File: src/rtl/fuel_pump_fsm.sv
// rtl/fuel_pump_fsm.sv - anti-theft fuel-pump interlock: ignition plus timed hidden combination
module fuel_pump_fsm #(
  parameter int SYNC_STAGES = 2,
  parameter int COMBO_HOLD  = 4,
  parameter int ARM_WINDOW  = 64
) (
  input  logic clk,
  input  logic rst,
  input  logic ignition_on,
  input  logic hidden_switch,
  input  logic brake_pressed,
  output logic fuel_pump_on
);

  // A one-cycle hold still needs a 1-bit counter so the compare stays legal.
  localparam int HOLD_W = (COMBO_HOLD > 1) ? $clog2(COMBO_HOLD) : 1;
  localparam int WIN_W  = (ARM_WINDOW > 1) ? $clog2(ARM_WINDOW) : 1;

  localparam logic [HOLD_W-1:0] HOLD_LAST = HOLD_W'(COMBO_HOLD - 1);
  localparam logic [WIN_W-1:0]  WIN_LAST  = WIN_W'(ARM_WINDOW - 1);

  typedef enum logic [1:0] {
    S_OFF     = 2'd0,
    S_WAIT    = 2'd1,
    S_RUN     = 2'd2,
    S_LOCKOUT = 2'd3
  } state_t;

  // Bit 0 of each chain is the newest capture; the top bit feeds the FSM.
  logic [SYNC_STAGES-1:0] ign_sync_q;
  logic [SYNC_STAGES-1:0] hid_sync_q;
  logic [SYNC_STAGES-1:0] brk_sync_q;

  logic ign_s;
  logic hid_s;
  logic brk_s;
  logic combo_s;

  state_t            state_q;
  logic [HOLD_W-1:0] hold_cnt_q;
  logic [WIN_W-1:0]  win_cnt_q;
  logic              pump_q;

  // Saturating next values for the two counters.
  logic [HOLD_W-1:0] hold_inc_d;
  logic [WIN_W-1:0]  win_inc_d;

  // Synchronizer chains for the three asynchronous switch levels.
  always_ff @(posedge clk) begin
    if (!rst) begin
      ign_sync_q <= '0;
      hid_sync_q <= '0;
      brk_sync_q <= '0;
    end else begin
      ign_sync_q <= SYNC_STAGES'({ign_sync_q, ignition_on});
      hid_sync_q <= SYNC_STAGES'({hid_sync_q, hidden_switch});
      brk_sync_q <= SYNC_STAGES'({brk_sync_q, brake_pressed});
    end
  end

  assign ign_s   = ign_sync_q[SYNC_STAGES-1];
  assign hid_s   = hid_sync_q[SYNC_STAGES-1];
  assign brk_s   = brk_sync_q[SYNC_STAGES-1];
  assign combo_s = hid_s & brk_s;

  // Counter increments that stop at their terminal value instead of wrapping.
  always_comb begin
    hold_inc_d = hold_cnt_q;
    win_inc_d  = win_cnt_q;
    if (hold_cnt_q != HOLD_LAST) begin
      hold_inc_d = hold_cnt_q + 1'b1;
    end
    if (win_cnt_q != WIN_LAST) begin
      win_inc_d = win_cnt_q + 1'b1;
    end
  end

  // Interlock FSM; the pump enable is registered alongside the state so the relay never glitches.
  always_ff @(posedge clk) begin
    if (!rst) begin
      state_q    <= S_OFF;
      hold_cnt_q <= '0;
      win_cnt_q  <= '0;
      pump_q     <= 1'b0;
    end else if (!ign_s) begin
      // Ignition off overrides every other event, including a pending unlock.
      state_q    <= S_OFF;
      hold_cnt_q <= '0;
      win_cnt_q  <= '0;
      pump_q     <= 1'b0;
    end else begin
      case (state_q)
        S_OFF: begin
          // The first WAIT edge is where an already-held combination starts counting.
          state_q    <= S_WAIT;
          hold_cnt_q <= '0;
          win_cnt_q  <= '0;
          pump_q     <= 1'b0;
        end
        S_WAIT: begin
          if (combo_s && (hold_cnt_q == HOLD_LAST)) begin
            // Completing the hold on the last window cycle still unlocks.
            state_q    <= S_RUN;
            hold_cnt_q <= '0;
            win_cnt_q  <= '0;
            pump_q     <= 1'b1;
          end else if (win_cnt_q == WIN_LAST) begin
            state_q    <= S_LOCKOUT;
            hold_cnt_q <= '0;
            win_cnt_q  <= '0;
            pump_q     <= 1'b0;
          end else begin
            state_q    <= S_WAIT;
            win_cnt_q  <= win_inc_d;
            hold_cnt_q <= combo_s ? hold_inc_d : '0;
            pump_q     <= 1'b0;
          end
        end
        S_RUN: begin
          // Switch and brake are don't-cares once running.
          state_q <= S_RUN;
          pump_q  <= 1'b1;
        end
        S_LOCKOUT: begin
          // Only an ignition cycle leaves lockout.
          state_q <= S_LOCKOUT;
          pump_q  <= 1'b0;
        end
        default: begin
          state_q    <= S_OFF;
          hold_cnt_q <= '0;
          win_cnt_q  <= '0;
          pump_q     <= 1'b0;
        end
      endcase
    end
  end

  assign fuel_pump_on = pump_q;

endmodule

File: config.mk
export PLATFORM = sky130hd
export DESIGN_NAME = fuel_pump_fsm
export DESIGN_NICKNAME = d
export VERILOG_FILES = /design/src/rtl/fuel_pump_fsm.sv
export SDC_FILE = /design/constraint.sdc
export NUM_CORES = 1
export LEC_CHECK = 0
export CORE_MARGIN = 8
export CORE_UTILIZATION = 35
export CTS_BUF_LIST = sky130_fd_sc_hd__clkbuf_4
export CTS_CLUSTER_DIAMETER = 80
export DETAILED_ROUTE_END_ITERATION = 10
export HOLD_SLACK_MARGIN = 0.15
export PLACE_DENSITY = 0.62
export RECOVER_POWER = 100
export SETUP_SLACK_MARGIN = 0.2
export SLEW_MARGIN = 20
export SYNTH_ARGS = -nofsm -noshare
export SYNTH_HDL_FRONTEND = slang
export SYNTH_SLANG_ARGS = --single-unit
File: constraint.sdc
create_clock -name clk -period 1.5 [get_ports clk]
set_input_delay 0.3 -clock clk [delete_from_list [all_inputs] [get_ports clk]]
set_output_delay 0.3 -clock clk [all_outputs]
set_load 0.01 [all_outputs]
==> results of run 1 <==
-- worst min path at each step --
stage,startpoint,to
4_1_cts,brk_sync_q[0]$_SDFF_PN0_,brk_sync_q[1]$_SDFF_PN0_
2_1_floorplan,brk_sync_q[0]$_SDFF_PN0_,brk_sync_q[1]$_SDFF_PN0_
3_3_place_gp,brk_sync_q[0]$_SDFF_PN0_,brk_sync_q[1]$_SDFF_PN0_
3_5_place_dp,brk_sync_q[0]$_SDFF_PN0_,brk_sync_q[1]$_SDFF_PN0_
5_1_grt,brk_sync_q[0]$_SDFF_PN0_,brk_sync_q[1]$_SDFF_PN0_
6_report,brk_sync_q[0]$_SDFF_PN0_,brk_sync_q[1]$_SDFF_PN0_
-- critical path, cell delays in order, from the launching register on --
cell	delay, ps
dfxtp_2	360
ha_4	160
and3_4	180
a211oi_2	220
buf_4	180
nand4_1	110
a21oi_1	130
-- synth_stat cells --
library cell  number
a22oi_1            2
o311a_2            1
and4_1             1
a311oi_1           2
nand2_1            4
a211oi_4           1
nor2_1             6
clkbuf_1           1
a21o_1             1
ha_1               2
nand2_2            1
buf_6              1
nand4b_1           1
nor2b_1            1
and2b_2            1
nor3_1             1
a31oi_1            2
nand3_1            2
inv_1              1
and3_4             2
dfxtp_1           17
nand4_1            1
xnor2_1            1
a41oi_1            1
or3_1              1
nand2b_4           1
and2_1             7
a21oi_1            4
mux2i_1            1
-- what timing repair did --
item,in CTS,in global routing
endpoints found under the setup margin,8,8
hold buffers,0,0
pin swaps,3,1
gates resized for setup,5,0
buffers inserted,5,0
-- logic make-up after synthesis --
| group | count (synthesis) | synth area share (%) |
|---|---|---|
| AOI/OAI and AO/OA | 14 | 16.1 |
| xor gates and xnor gates | 1 | 1.25 |
| adders and majority gates | 2 | 3.58 |
| buffers and inverters | 3 | 2.68 |
| DFF | 17 | 48.7 |
| muxes | 1 | 1.43 |
| and+or+nand+nor | 30 | 26.3 |
-- stage by stage --
step	power, mW	utilization [%]	worst slack [ps]	hold slack [ps]	std cells
floorplan	0.485	-	183	412	68
global placement	0.501	41.3	83.8	416	99
detailed placement	0.501	41.3	58.3	420	99
CTS	0.758	45.5	106	445	108
global route	0.773	44.8	19.4	468	108
finish	0.742	44.8	88.5	435	108
-- flip-flops by register name, indices dropped and copies added, names as in the netlist --
| signal | cells |
|---|---|
| brk_sync_q | 2 |
| ign_sync_q | 2 |
| hold_cnt_q | 2 |
| win_cnt_q | 6 |
| hid_sync_q | 2 |
| fuel_pump_on | 1 |
| state_q | 2 |
-- power by group through the flow --
stage               registers [mW]  logic, mW  clock network [mW]
global placement             0.474     0.0273                   0
floorplan                    0.473     0.0122                   0
detailed placement           0.474     0.0275                   0
global route                 0.463     0.0299               0.280
CTS                          0.462     0.0297               0.267
finish                       0.462     0.0269               0.254
-- cell usage in the layout, fill, tap and decap left out, types with 2 or more instances in the layout --
cell type,Yosys,routed
dfxtp_1,17,14
nand3_1,2,2
and3_4,2,2
nand2_1,4,4
a21oi_1,4,4
dfxtp_2,0,2
clkbuf_4,0,4
a311oi_1,2,2
nor2_1,6,6
ha_4,0,2
a22oi_1,2,2
buf_4,0,5
and2_0,0,3
and2_1,7,4
a31oi_1,2,2
clkdlybuf4s50_1,0,3
-- routing by layer --
layer | GRT usage (%) | wire (um) | up-vias
met5 | 0 | 0 | -
met4 | 6.98 | 8 | 0
met3 | 2.54 | 48 | 2
met2 | 13.9 | 643 | 9
met1 | 8.01 | 572 | 254
li1 | - | - | 269
-- area by class of cell --
type	count	area, sq um
multi-input combinational	48	357
sequential	17	347
fill	188	1060
timing repair buffer	11	90.1
tap	27	33.8
clock buffer	4	30.0
inverter	1	3.75
==> impl_metrics.py, run 1 <==
metrics = {
    "worst_setup_path": {
        "cp-start-kind": "register",
        "cp_max_fo": 5,
        "crit_required_ps": 1720,
        "cp.arrival_ps": 1630,
        "r2r-start": "win_cnt_q[0]$_SDFFE_PN0P_",
        "critPathCaptureType": "register",
        "endpoint": "hold_cnt_q[1]$_SDFFE_PN0P_",
        "crit_path_start": "win_cnt_q[0]$_SDFFE_PN0P_",
        "crit_type": "register to register",
        "r2r_end": "hold_cnt_q[1]$_SDFFE_PN0P_",
        "regToRegSetupSlack_ps": 90,
        "reg2reg_depth": 6,
    },
    "routing": {
        "avgRoutedWirePerCell_um": 11.8,
        "vias": 534,
        "route.detailed.drc": 0,
        "first_iter_violations": 16,
        "vias_per_cell": 4.94,
        "wl_um": 1270,
        "dr.pass1.iters": 4,
        "antenna_left": 0,
    },
    "synthesis": {
        "synthTopCellsByArea": "dfxtp_1 (49%), and2_1 (6.3%), ha_1 (3.6%)",
        "synth_top_area_share_pct": 48.7,
        "yosys_warnings": 0,
        "ys_ff_latch": 17,
        "synth_cell_types": 29,
        "synth_cells": 68,
        "post-synth-top-area-cell": "dfxtp_1",
        "avgSynthCellArea_sq_um": 10.3,
        "syn_area_sq_um": 699,
        "syn-num-nets": 75,
        "ys_seq_area_share_pct": 48.7,
    },
    "floorplan": {
        "die_area_sq_mm": 0.00368,
        "dieWidth_um": 60.7,
        "num_rows": 16,
        "die_h_um": 60.7,
        "io-pin-count": 6,
        "start_util_pct": 36.4,
        "core_sq_mm": 0.00192,
    },
    "clock_network": {
        "cts_tree": "yes",
        "cts_max_level": 1,
        "clock_latency_ps": 280,
        "cts_made_buffers": 3,
        "cts_buffer_depth": 2,
        "root_buffer": "clkbuf_4",
        "path_clk_slew_ps": 90,
        "cts.sink_count": 17,
    },
    "sta": {
        "relSlewSlack_pct": 75.2,
        "rsz0062_at_grt": "yes",
        "setup_viol": 0,
        "worst_pin_slew_ps": 371,
        "hold_viol_final": 0,
        "period_share_pct": 94.1,
        "fin_setup_tns_ps": 0,
        "fin_crit_ps": 1410,
        "fmax_mhz": 708,
        "clock_skew_ps": 1.92,
        "slew_viol_final": 0,
    },
    "placed_design": {
        "placed_area_sq_um": 793,
        "gp_congestion": 0.809,
        "port_buffers": 5,
        "dpl.hpwl_um": 846,
    },
    "pwr": {
        "power_frac_comb_pct": 3.6,
        "power.leakage_nw": 0.302,
        "irDropWorstVdd_mv": 0.536,
        "p_clk_share_pct": 34.2,
        "pwr-share-seq_pct": 62.2,
        "swShare_pct": 19.8,
        "power.net_switching_mw": 0.147,
        "p_int_mw": 0.595,
        "power_per_cell_area_mw_per_mm2": 862,
    },
    "global_routing": {
        "grt_overflow": 0,
        "grt_pass1_vias": 539,
        "antenna_found_initial": 0,
        "grt_pass1_wl_um": 2250,
        "grt_max_degree": 12,
        "grt_usage_pct": 8.22,
    },
    "cells_and_area": {
        "nets": 89,
        "drive_gt1_share_pct": 24.7,
        "n_antenna_cell": 0,
        "area_delta_synth_final_pct": 23.1,
        "design_area_sq_um": 861,
    },
    "status": {
        "outcome": "complete, no violations",
    },
    "worst_hold_path": {
        "hp-class": "register to register",
        "worst_hold_path.num_cells": 1,
    },
    "job": {
        "maxCapViolations": 0,
    },
}
Note: power is estimated with default switching activity, not from simulation.
==> run 2: changes to the inputs <==
- ABC_CLOCK_PERIOD_IN_PS: unset -> 1500
- PLACE_DENSITY: 0.62 -> unset
==> impl_metrics.py, run 2 (synthesis results as in run 1) <==
metrics = {
    "status": {
        "outcome": "complete, no violations",
    },
    "routing": {
        "route.detailed.drc": 0,
        "wl_um": 1320,
        "avgRoutedWirePerCell_um": 12.4,
        "antenna_left": 0,
        "vias": 522,
        "vias_per_cell": 4.88,
        "dr.pass1.iters": 4,
        "first_iter_violations": 6,
    },
    "worst_setup_path": {
        "cp.arrival_ps": 1630,
        "slowest_stage": "dfxtp_2",
        "cp_max_fo": 4,
        "crit_chain": "ha_4, and3_4, a211oi_4, buf_6, a22oi_2, nor2_1",
        "cp-start-kind": "register",
        "crit_required_ps": 1720,
        "critPathCaptureType": "register",
        "crit_type": "register to register",
        "slowest_delay_ps": 360,
    },
    "global_routing": {
        "grt_pass1_vias": 553,
        "antenna_found_initial": 0,
        "grt_overflow": 0,
        "grt_usage_pct": 8.41,
        "grt_pass1_wl_um": 2300,
        "grt_max_degree": 12,
    },
    "sta": {
        "clock_skew_ps": 1.32,
        "period_share_pct": 94.0,
        "slew_viol_final": 0,
        "rsz0062_at_grt": "yes",
        "fin_setup_tns_ps": 0,
        "relSlewSlack_pct": 74.5,
        "worst_pin_slew_ps": 381,
        "fmax_mhz": 709,
        "hold_viol_final": 0,
        "fin_crit_ps": 1410,
        "setup_viol": 0,
    },
    "floorplan": {
        "io-pin-count": 6,
        "num_rows": 16,
        "dieWidth_um": 60.7,
        "die_h_um": 60.7,
        "core_sq_mm": 0.00192,
        "die_area_sq_mm": 0.00368,
        "start_util_pct": 36.4,
    },
    "clock_network": {
        "cts_max_level": 1,
        "root_buffer": "clkbuf_4",
        "cts_buffer_depth": 2,
        "cts.sink_count": 17,
        "cts_made_buffers": 3,
        "clock_latency_ps": 290,
        "ctsHoldBuffers": 0,
        "cts_tree": "yes",
        "path_clk_slew_ps": 100,
    },
    "cells_and_area": {
        "fin_cells": 107,
        "drive_gt1_share_pct": 28.7,
        "largest_reg_flops": 6,
        "layout_commonest_cell": "dfxtp_1",
        "nets": 88,
        "area_delta_synth_final_pct": 25.0,
        "largest_register": "win_cnt_q",
        "final_cell_mix": "dfxtp_1 (13), nor2_1 (6)",
        "n_antenna_cell": 0,
    },
    "job": {
        "maxCapViolations": 0,
    },
    "placed_design": {
        "port_buffers": 5,
        "dp.cells": 99,
        "dpl.hpwl_um": 822,
        "gp_congestion": 0.791,
    },
    "worst_hold_path": {
        "hp-class": "register to register",
    },
    "pwr": {
        "p_total_mw": 0.739,
        "irDropWorstVdd_mv": 0.606,
        "power.leakage_nw": 0.295,
        "power_per_cell_area_mw_per_mm2": 845,
    },
}
## run 2: worst max-delay path, delay by kind of cell, from the launching register on
kind	cells	cell delay, ps
compound gates	2	360
fa+ha+maj	1	160
buf+inv	1	160
flops	1	360
simple gates	2	300
## run 2: path summary, 6_finish.rpt
path / slack, ps / to / cells past startpoint / startpoint
hold / removal: 440 / brk_sync_q[1]$_SDFF_PN0_ / 1 / brk_sync_q[0]$_SDFF_PN0_
setup reg to reg: 90 / win_cnt_q[1]$_SDFFE_PN0P_ / 6 / win_cnt_q[0]$_SDFFE_PN0P_
hold reg to reg: 440 / brk_sync_q[1]$_SDFF_PN0_ / 1 / brk_sync_q[0]$_SDFF_PN0_
setup / recovery: 90 / win_cnt_q[1]$_SDFFE_PN0P_ / 6 / win_cnt_q[0]$_SDFFE_PN0P_
## run 2: timing repair
action / 4_1_cts / 5_1_grt
endpoints found under the setup margin: 8 / 10
pin swaps: 9 / 3
resized for setup: 7 / 3
setup buffers: 4 / 0
## run 2: where the power goes
part           total (mW)  internal, mW  switching (mW)
clock network       0.250        0.0994           0.151
registers           0.461         0.457         0.00391
logic              0.0274        0.0166          0.0108
## run 2: final cells by class
class / count / area, sq um
Clock inverter: 1 / 5.00
Timing Repair Buffer: 10 / 86.3
Sequential cell: 17 / 348
Multi-Input combinational cell: 48 / 375
Clock buffer: 3 / 22.5
Fill cell: 189 / 1050
Tap cell: 27 / 33.8
Inverter: 1 / 3.75
## run 2: per-layer routing
metal / part of all wire (%) / vias up / track usage, %
met5: 0 / - / 0
met4: 1.7 / 0 / 4.32
met3: 5.3 / 4 / 4.24
met2: 49 / 12 / 13.1
met1: 44 / 238 / 9.15
li1: - / 268 / -
## run 2: per-stage QoR
step | util (%) | setup slack, ps | cell area [sq um] | hold slack, ps
5_1_grt | 45.5 | 16.5 | 875 | 466
4_1_cts | 45.4 | 102 | 873 | 444
2_1_floorplan | - | 183 | 717 | 412
6_report | 45.5 | 89.6 | 875 | 440
3_5_place_dp | 41.3 | 50.9 | 793 | 419
3_3_place_gp | 41.3 | 65.1 | 793 | 416
==> run 3: changes to the inputs <==
- ABC_AREA: unset -> 1
==> impl_metrics.py, run 3 <==
metrics = {
    "status": {
        "outcome": "complete, no violations",
    },
    "cells_and_area": {
        "layout_commonest_cell": "nand2_1",
        "nets": 115,
        "fin_cells": 134,
        "regArea_sq_um": 342,
        "largest_reg_flops": 6,
        "area_delta_synth_final_pct": 13.8,
        "design_area_sq_um": 826,
        "fillerInstances": 231,
        "multi_input_area_sq_um": 310,
        "final_cell_mix": "nand2_1 (28), dfxtp_1 (16), inv_1 (15), a21oi_1 (8), nor2_1 (7)",
        "drive_gt1_share_pct": 11.2,
        "largest_register": "win_cnt_q",
        "n_antenna_cell": 0,
    },
    "worst_setup_path": {
        "slowest_stage": "dfxtp_1",
        "cp_num_buf_inv": 0,
        "cp.arrival_ps": 1470,
        "crit_required_ps": 1730,
        "path_delay_family": "simple AND/OR/NAND/NOR gates",
        "crit_chain": "ha_1, nand3_1, nand2_1, nor2_4, nand3_1, a21oi_1",
        "slowest_delay_ps": 330,
        "path_depth": 6,
        "cp-start-kind": "register",
        "cp_max_fo": 6,
        "r2r-start": "hold_cnt_q[0]$_SDFFE_PN0P_",
        "path_common_cell": "nand3_1",
        "r2r_end": "win_cnt_q[5]$_SDFFE_PN0P_",
        "crit_type": "register to register",
        "reg2reg_depth": 6,
        "regToRegSetupSlack_ps": 260,
        "critPathCaptureType": "register",
    },
    "sta": {
        "fin_crit_ps": 1240,
        "fmax_mhz": 809,
        "fin_setup_tns_ps": 0,
        "clock_skew_ps": 0.877,
        "setup_viol": 0,
        "whs_ps": 417,
        "relSlewSlack_pct": 73.2,
        "period_share_pct": 82.4,
        "rsz0062_at_grt": "no",
        "hold_viol_final": 0,
        "worst_pin_slew_ps": 402,
        "slew_viol_final": 0,
    },
    "global_routing": {
        "antenna_found_initial": 0,
        "grt_overflow": 0,
        "grt_usage_pct": 7.95,
        "grt_max_degree": 13,
        "grt_pass1_vias": 561,
        "grt_pass1_wl_um": 2160,
    },
    "pwr": {
        "irDropWorstVdd_mv": 0.666,
        "power_per_cell_area_mw_per_mm2": 888,
        "p_total_mw": 0.733,
        "power.leakage_nw": 0.349,
    },
    "routing": {
        "first_iter_violations": 14,
        "avgRoutedWirePerCell_um": 9.09,
        "vias_per_cell": 4.54,
        "dr.pass1.iters": 4,
        "antenna_left": 0,
        "vias": 609,
        "route.detailed.drc": 0,
        "wl_um": 1220,
    },
    "synthesis": {
        "synth_top_area_share_pct": 46.9,
        "synth_cells": 98,
        "synth_cell_types": 18,
        "ys_seq_area_share_pct": 46.9,
        "async_flop_share_pct": 0,
        "yosys_warnings": 0,
        "ys_ff_latch": 17,
        "syn_area_sq_um": 726,
        "synth_edf_count": 0,
        "syn-num-nets": 105,
        "post-synth-top-area-cell": "dfxtp_1",
        "synth.most_common_cell": "nand2_1",
        "avgSynthCellArea_sq_um": 7.41,
        "synthTopCellsByArea": "dfxtp_1 (47%), nand2_1 (14%), inv_1 (7.8%)",
        "synthFlopType": "dfxtp_1",
        "ys_top_cells_by_count": "nand2_1 (27), dfxtp_1 (17), inv_1 (15)",
    },
    "clock_network": {
        "cts_made_buffers": 3,
        "path_clk_slew_ps": 100,
        "cts_buffer_depth": 2,
        "clock_latency_ps": 290,
        "cts_max_level": 1,
        "cts.sink_count": 17,
        "root_buffer": "clkbuf_4",
        "cts_tree": "yes",
    },
    "floorplan": {
        "die_area_sq_mm": 0.00379,
        "start_util_pct": 37.0,
        "num_rows": 16,
        "core_sq_mm": 0.00196,
        "dieWidth_um": 61.5,
        "io-pin-count": 6,
        "die_h_um": 61.5,
    },
    "worst_hold_path": {
        "holdCritStartpoint": "brk_sync_q[0]$_SDFF_PN0_",
        "hp-class": "register to register",
        "worst_hold_path.num_cells": 2,
        "holdPathEnd": "brk_sync_q[1]$_SDFF_PN0_",
    },
    "job": {
        "maxCapViolations": 0,
    },
    "placed_design": {
        "port_buffers": 5,
        "dp.cells": 130,
        "dpl.hpwl_um": 941,
        "gp_congestion": 0.845,
        "placed_area_sq_um": 812,
    },
}
-- run 3: cell types whose count changed in the layout (fill, tap and decap cells not counted), sizes merged, moves of 3 or more --
cell,before,now
nand2,5,30
buf,3,0
a21oi,4,8
inv,1,16
and2,7,0
o21ai,0,5
nand3,2,6
nor2,6,10
-- run 3: worst max path at each step --
| stage | from | endpoint | slack (ps) |
|---|---|---|---|
| finish | hold_cnt_q[0]$_SDFFE_PN0P_ | win_cnt_q[5]$_SDFFE_PN0P_ | 260 |
| global route | win_cnt_q[0]$_SDFFE_PN0P_ | win_cnt_q[3]$_SDFFE_PN0P_ | 120 |
| CTS | win_cnt_q[0]$_SDFFE_PN0P_ | win_cnt_q[3]$_SDFFE_PN0P_ | 260 |
| detailed placement | rst | hold_cnt_q[0]$_SDFFE_PN0P_ | 200 |
| global placement | rst | hold_cnt_q[0]$_SDFFE_PN0P_ | 230 |
| floorplan | win_cnt_q[0]$_SDFFE_PN0P_ | win_cnt_q[3]$_SDFFE_PN0P_ | 400 |
-- run 3: cell type report --
cell class | instances | share of cell area, %
well taps | 27 | 4.09
clock buffers | 3 | 2.73
inverters | 16 | 7.27
flip-flops and latches | 17 | 41.4
clock inverters | 1 | 0.606
multi-input cells | 64 | 37.6
repair buffers | 6 | 6.36
-- run 3: kinds of logic (layout without fill, tap and decap cells) --
family	Yosys count	in the layout	synth area share, %
adders and majority gates	2	2	3.45
buffers and inverters	17	26	8.96
DFF	17	17	46.9
AOI/OAI and AO/OA	15	15	11.0
and+or+nand+nor	47	47	29.7
-- run 3: layer usage --
metal  share of wire (%)  vias to the layer above  global-route usage [%]
met5                   0                        -                       0
li1                    -                      323                       -
met1                  43                      277                    7.76
met3                 4.4                        2                    5.22
met2                  51                        7                    13.1
met4                0.82                        0                    2.92
-- run 3: power by group --
part           switching (mW)  internal (mW)
clock network           0.143         0.0992
registers             0.00263          0.459
logic                  0.0141         0.0146
total                   0.160          0.573
-- run 3: worst register-to-register path: stages, from the launching register on --
cell,delay [ps]
dfxtp_1,330
ha_1,190
nand3_1,120
nand2_1,120
nor2_4,200
nand3_1,100
a21oi_1,120
-- run 3: stage by stage --
step | worst slack [ps] | utilization [%]
global placement | 227 | 41.4
detailed placement | 203 | 41.4
CTS | 259 | 42.7
floorplan | 404 | -
finish | 264 | 42.1
global route | 118 | 42.1
-- run 3: timing repair --
item                       in CTS  in global routing
buffers inserted                0                  0
hold buffers                    0                  0
resized for setup               1                  4
setup endpoints to repair       1                  3
hold endpoints to repair        0                  0
